--- config.mk ---
export PLATFORM = sky130hd
export DESIGN_NAME = store_narrow_unit
export DESIGN_NICKNAME = d
export VERILOG_FILES = /design/src/rtl/store_narrow_unit_pkg.sv /design/src/rtl/store_lane_formatter.sv /design/src/rtl/store_narrow_unit.sv
export SDC_FILE = /design/constraint.sdc
export NUM_CORES = 1
export LEC_CHECK = 0
export CAP_MARGIN = 15
export CORE_MARGIN = 2
export CORE_UTILIZATION = 50
export CTS_CLUSTER_SIZE = 12
export DETAILED_ROUTE_END_ITERATION = 6
export PLACE_DENSITY = 0.9
export SYNTH_ARGS = -nofsm -noshare
export SYNTH_HDL_FRONTEND = slang
export SYNTH_SLANG_ARGS = --single-unit
--- constraint.sdc ---
create_clock -name clk -period 3.6 [get_ports clk]
set_input_delay 1.08 -clock clk [delete_from_list [all_inputs] [get_ports clk]]
set_output_delay 1.08 -clock clk [all_outputs]
set_load 0.01 [all_outputs]
--- src/rtl/store_narrow_unit_pkg.sv ---
// Shared definitions for the store narrowing unit.
//   - in_size encodings (byte / half / word / reserved)
//   - fmt_t: the formatted store fields produced by the lane formatter and
//     carried in each buffer entry alongside the word-aligned address.
package store_narrow_unit_pkg;

  localparam logic [1:0] SIZE_BYTE = 2'b00;
  localparam logic [1:0] SIZE_HALF = 2'b01;
  localparam logic [1:0] SIZE_WORD = 2'b10;
  localparam logic [1:0] SIZE_RSVD = 2'b11;

  // Formatted write payload; the address is added by the top level because
  // its width is a parameter of that module.
  typedef struct packed {
    logic [31:0] wdata;
    logic [3:0]  be;
    logic        misalign;
    logic        trunc;
  } fmt_t;

endpackage

--- src/rtl/store_lane_formatter.sv ---
// Purely combinational store formatter.
//   data      in  32  register value to store
//   lane      in   2  byte address bits [1:0]
//   size      in   2  00 byte, 01 half, 10 word, 11 reserved
//   is_signed in   1  truncation check is signed when 1
//   wdata     out 32  value replicated across the byte lanes
//   be        out  4  byte enables (0 when misaligned)
//   misalign  out  1  misaligned access or reserved size
//   trunc     out  1  narrowed value does not extend back to data
module store_lane_formatter
  import store_narrow_unit_pkg::*;
(
  input  logic [31:0] data,
  input  logic [1:0]  lane,
  input  logic [1:0]  size,
  input  logic        is_signed,
  output logic [31:0] wdata,
  output logic [3:0]  be,
  output logic        misalign,
  output logic        trunc
);

  // Lane replication, byte enables and error flags for one request.
  always_comb begin
    wdata    = data;
    be       = 4'b0000;
    misalign = 1'b0;
    trunc    = 1'b0;
    case (size)
      SIZE_BYTE: begin
        wdata = {4{data[7:0]}};
        be    = 4'b0001 << lane;
        // Signed: bits above the sign bit must all copy it.
        if (is_signed) begin
          trunc = (data[31:7] != 25'h0000000) && (data[31:7] != 25'h1FFFFFF);
        end else begin
          trunc = (data[31:8] != 24'h000000);
        end
      end
      SIZE_HALF: begin
        wdata    = {2{data[15:0]}};
        misalign = lane[0];
        if (lane[0]) begin
          be = 4'b0000;
        end else if (lane[1]) begin
          be = 4'b1100;
        end else begin
          be = 4'b0011;
        end
        if (is_signed) begin
          trunc = (data[31:15] != 17'h00000) && (data[31:15] != 17'h1FFFF);
        end else begin
          trunc = (data[31:16] != 16'h0000);
        end
      end
      SIZE_WORD: begin
        wdata    = data;
        misalign = (lane != 2'b00);
        if (lane != 2'b00) begin
          be = 4'b0000;
        end else begin
          be = 4'b1111;
        end
      end
      default: begin
        // Reserved size: formatted as a word but always flagged.
        wdata    = data;
        be       = 4'b0000;
        misalign = 1'b1;
        trunc    = 1'b0;
      end
    endcase
  end

endmodule

--- src/rtl/store_narrow_unit.sv ---
// Store narrowing unit: formats a 32-bit register value into byte/half/word
// memory writes and buffers it in a 2-entry skid buffer between the execute
// stage and the data-memory write port.
//   clk, reset                     clock, synchronous active-high reset
//   in_valid/in_ready              request handshake (in_ready registered)
//   in_data, in_addr, in_size,
//   in_signed                      request fields
//   out_valid/out_ready            write handshake
//   out_addr                       word-aligned address
//   out_wdata, out_be              lane-replicated data and byte enables
//   out_misalign, out_trunc        alignment/reserved-size and truncation flags
module store_narrow_unit
  import store_narrow_unit_pkg::*;
#(
  parameter int ADDR_W = 32,
  parameter int DEPTH  = 2
) (
  input  logic              clk,
  input  logic              reset,
  input  logic              in_valid,
  output logic              in_ready,
  input  logic [31:0]       in_data,
  input  logic [ADDR_W-1:0] in_addr,
  input  logic [1:0]        in_size,
  input  logic              in_signed,
  output logic              out_valid,
  input  logic              out_ready,
  output logic [ADDR_W-1:0] out_addr,
  output logic [31:0]       out_wdata,
  output logic [3:0]        out_be,
  output logic              out_misalign,
  output logic              out_trunc
);

  typedef struct packed {
    logic [ADDR_W-1:0] addr;
    fmt_t              fmt;
  } entry_t;

  localparam logic [1:0] FULL_CNT = 2'(DEPTH);

  fmt_t       fmt_s;
  entry_t     new_s;
  entry_t     head_r, skid_r, head_s, skid_s;
  logic [1:0] count_r, count_s;
  logic       in_ready_r, out_valid_r;
  logic       push_s, pop_s;

  store_lane_formatter u_fmt (
    .data      (in_data),
    .lane      (in_addr[1:0]),
    .size      (in_size),
    .is_signed (in_signed),
    .wdata     (fmt_s.wdata),
    .be        (fmt_s.be),
    .misalign  (fmt_s.misalign),
    .trunc     (fmt_s.trunc)
  );

  // Assemble the entry that would be written on an accept.
  always_comb begin
    new_s.addr = {in_addr[ADDR_W-1:2], 2'b00};
    new_s.fmt  = fmt_s;
  end

  assign push_s = in_valid & in_ready_r;
  assign pop_s  = out_valid_r & out_ready;

  // Next-state of the head/skid entries and the occupancy count.
  always_comb begin
    head_s  = head_r;
    skid_s  = skid_r;
    count_s = count_r;
    case (count_r)
      2'd0: begin
        if (push_s) begin
          head_s  = new_s;
          count_s = 2'd1;
        end else begin
          count_s = 2'd0;
        end
      end
      2'd1: begin
        // Accept and drain together: the new entry becomes head directly.
        if (push_s && pop_s) begin
          head_s = new_s;
        end else if (push_s) begin
          skid_s  = new_s;
          count_s = 2'd2;
        end else if (pop_s) begin
          count_s = 2'd0;
        end else begin
          count_s = 2'd1;
        end
      end
      2'd2: begin
        // in_ready is low here, so only a drain can happen.
        if (pop_s) begin
          head_s  = skid_r;
          count_s = 2'd1;
        end else begin
          count_s = 2'd2;
        end
      end
      default: begin
        count_s = 2'd0;
      end
    endcase
  end

  // Buffer registers; in_ready and out_valid are registered from next state.
  always_ff @(posedge clk) begin
    if (reset) begin
      head_r      <= '0;
      skid_r      <= '0;
      count_r     <= 2'd0;
      in_ready_r  <= 1'b1;
      out_valid_r <= 1'b0;
    end else begin
      head_r      <= head_s;
      skid_r      <= skid_s;
      count_r     <= count_s;
      in_ready_r  <= (count_s != FULL_CNT);
      out_valid_r <= (count_s != 2'd0);
    end
  end

  assign in_ready     = in_ready_r;
  assign out_valid    = out_valid_r;
  assign out_addr     = head_r.addr;
  assign out_wdata    = head_r.fmt.wdata;
  assign out_be       = head_r.fmt.be;
  assign out_misalign = head_r.fmt.misalign;
  assign out_trunc    = head_r.fmt.trunc;

endmodule

==> reports/qor.yml <==
cts_buffers: 17
max_stage_delay_ns: 0.50
synth_enable_flop_cells: 0
drt_iter0_markers: 631
cts_num_sinks: 140
async_flop_share: 0
grt.busiest_layer: "met2"
antenna_found_initial: 0
r2r_start: "count_r[1]$_SDFF_PP0_"
gp_congestion: 0.9588
port_buffers: 140
synth_cells: 767
ys.flop_type: "dfxtp_1"
cts_setup_buffers: 0
routed_wl_mm: 16.36
crit_fanout: 28
cp-end-kind: "register"
p_switching_mw: 1.235
p_int_mw: 3.361
final_util: 0.6841
drc_errors: 0
hp-start: "out_wdata[18]$_SDFFE_PP0P_"
min_period_ns: 2.695
cts_resized: 0
ys_ff_latch: 140
use_met2: 0.4114
fp-row-count: 40
start_util: 0.5109
grt_remaining_overflow: 0
multiInputGateArea_um2: 3034
fp.dieArea_um2: 13180
grt_pass1_wl_mm: 26.70
area_delta_synth_final_pct: 33.88
gr-usage-all-layers: 0.2535
critPathKind: "in2reg"
holdPathStages: 2
drive_gt1_frac: 0.08145
core_um2: 12010
fillers: 950
ys_warn_count: 0
cts_max_level: 4
crit_chain: "clkdlybuf4s50_1 -> nand2_1 -> nand2_1 -> a22o_4 -> buf_4 -> nor2_1 -> a311oi_1"
num_antenna_cells: 0
synth_top_area_frac: 0.4567
power_leakage_nw: 2.978
syn-cell-area_um2: 6137
avgSynthCellArea_um2: 8.001
ys_seq_area_frac: 0.4567
worstHoldEndpoint: "out_wdata[18]$_SDFFE_PP0P_"
fin_nets: 942
grt_use_met1: 0.3291
drv_cap: 0
wl_per_cell_um: 15.87
slew_headroom: 0.4646
ys_types: 42
power_density_nw_per_um2: 559.3
num_vias: 5839
final.setup.tns_ns: 0
cts-root-buf: "clkbuf_16"
die_h_um: 114.8
use_met3: 0.05271
synth_area_leaders: "dfxtp_1, nand2_1, a21oi_1"
drt-pass1-iter-count: 6
slew_violations: 0
worst_pin_slew_ns: 0.8031
ir_worst_vdd_mv: 0.3418
rsz0062_at_grt: "false"
hold_class: "reg2reg"
dieWidth_um: 114.8
fin_cells: 1031
timing.rr.end: "out_valid$_SDFF_PP0_"
arrival_ns: 3.02
cts_tree: "done"
hold_viol_final: 0
clockBufferDepth: 2
hold_ws_ns: 0.4491
sw_frac_of_total: 0.2687
dp_hpwl_mm: 10.52
power_frac_seq: 0.390
required_ns: 3.92
path_clk_slew_ns: 0.06
start_kind: "input pin"
postCtsHoldBufs: 0
vias_per_cell: 5.663
antenna_left: 0
crit_path_frequent_cell: "nand2_1"
yosysTopAreaCell: "dfxtp_1"
slowest_stage: "clkdlybuf4s50_1"
ioPinCount: 143
status: "complete, no violations"
setup_violations: 0
period_share: 0.7487
r2r_cells: 5
p_comb_frac: 0.204
max_freq_mhz: 371.0
post-place-cells: 999
grt_pass1_vias: 5559
layout.area.seq_um2: 2803
clock_latency_ns: 0.42
clkPwrFrac: 0.407
reg2reg_slack_ns: 1.37
grt_max_degree: 86
skew_ns: 0.005425
-- worst max path at each step --
stage              start                        end  slack, ns  depth (start not counted)
2_1_floorplan  out_ready  out_addr[10]$_SDFFE_PP0P_       1.39                          7
3_3_place_gp    in_valid     out_be[2]$_SDFFE_PP0P_       0.59                          7
3_5_place_dp    in_valid     out_be[2]$_SDFFE_PP0P_       0.50                          7
4_1_cts        out_ready     out_be[2]$_SDFFE_PP0P_       0.92                          7
5_1_grt         in_valid  out_wdata[7]$_SDFFE_PP0P_       0.76                          7
6_report       out_ready     out_be[2]$_SDFFE_PP0P_       0.90                          7
-- power groups by stage --
stage	registers [mW]	logic [mW]	clock network, mW
4_1_cts	1.79	0.939	1.88
6_report	1.79	0.936	1.87
2_1_floorplan	1.86	0.473	0
3_3_place_gp	1.82	0.912	0
5_1_grt	1.81	1.03	1.95
3_5_place_dp	1.82	0.933	0
-- Yosys cell counts, types with 2 or more instances --
library cell    n
a311oi_2       20
dfxtp_1       140
a311oi_1       30
a21oi_1        72
nor2_1         74
nand4_1         6
buf_4           5
and3_1          2
nor4_1          5
nand2_1       247
buf_6           3
a31oi_1         2
nor3_1          2
nor2b_1         2
mux2i_1        25
a211oi_1       18
buf_1           6
o21ai_0        14
clkbuf_1       30
o211ai_1       16
nand2b_1        3
inv_1           2
buf_2          24
-- routing by layer --
metal | share of wire | wire (um)
met1 | 0.44 | 7121
met2 | 0.47 | 7676
met3 | 0.071 | 1160
met4 | 0.025 | 402
met5 | 0 | 0
-- metrics by stage --
stage               cell area, um^2  power, mW  setup WS, ns
CTS                            8217      4.611        0.9182
global route                   8217      4.785        0.7593
detailed placement             7580      2.755        0.5025
floorplan                      6141      2.329         1.389
finish                         8217      4.595        0.9048
global placement               7580      2.728        0.5928
-- cells in the final DEF, fill, tap and decap left out, drive strengths merged, types with 14 or more instances in the layout --
master | Yosys | routed
a211oi | 18 | 18
a21oi | 72 | 72
a311oi | 50 | 50
clkbuf | 30 | 22
clkdlybuf4s50 | 0 | 139
dfxtp | 140 | 140
mux2i | 25 | 25
nand2 | 247 | 247
nor2 | 76 | 76
o211ai | 16 | 16
o21ai | 14 | 14
-- critical path, delay by kind of cell --
family	cells	cell delay, ns
and+or+nand+nor	3	0.42
AOI/OAI and AO/OA	2	0.67
buffers and inverters	2	0.84
-- sequential cells by signal, indices dropped and copies added, names as in the netlist --
name          cells
out_wdata        32
count_r           2
out_be            4
skid_r           68
in_ready          1
out_valid         1
out_trunc         1
out_misalign      1
out_addr         30
-- cell type report --
| cell class | count | area share |
|---|---|---|
| clock buffers | 22 | 0.05771 |
| clock inverters | 10 | 0.01980 |
| inverters | 2 | 0.0009137 |
| multi-input cells | 558 | 0.3693 |
| flip-flops and latches | 140 | 0.3411 |
| well taps | 147 | 0.02238 |
| repair buffers | 152 | 0.1888 |
-- cell families (layout without fill, tap and decap cells) --
logic type,count (synthesis),count (layout),synth area share
AO/OA/AOI/OAI,181,181,0.2192
XOR/XNOR,1,1,0.001427
buffers and inverters,70,186,0.05444
flip-flops,140,140,0.4567
multiplexers,26,26,0.04261
other,1,2,0.0006110
AND/OR/NAND/NOR,348,348,0.2251
(Power assumes the default switching activity.)
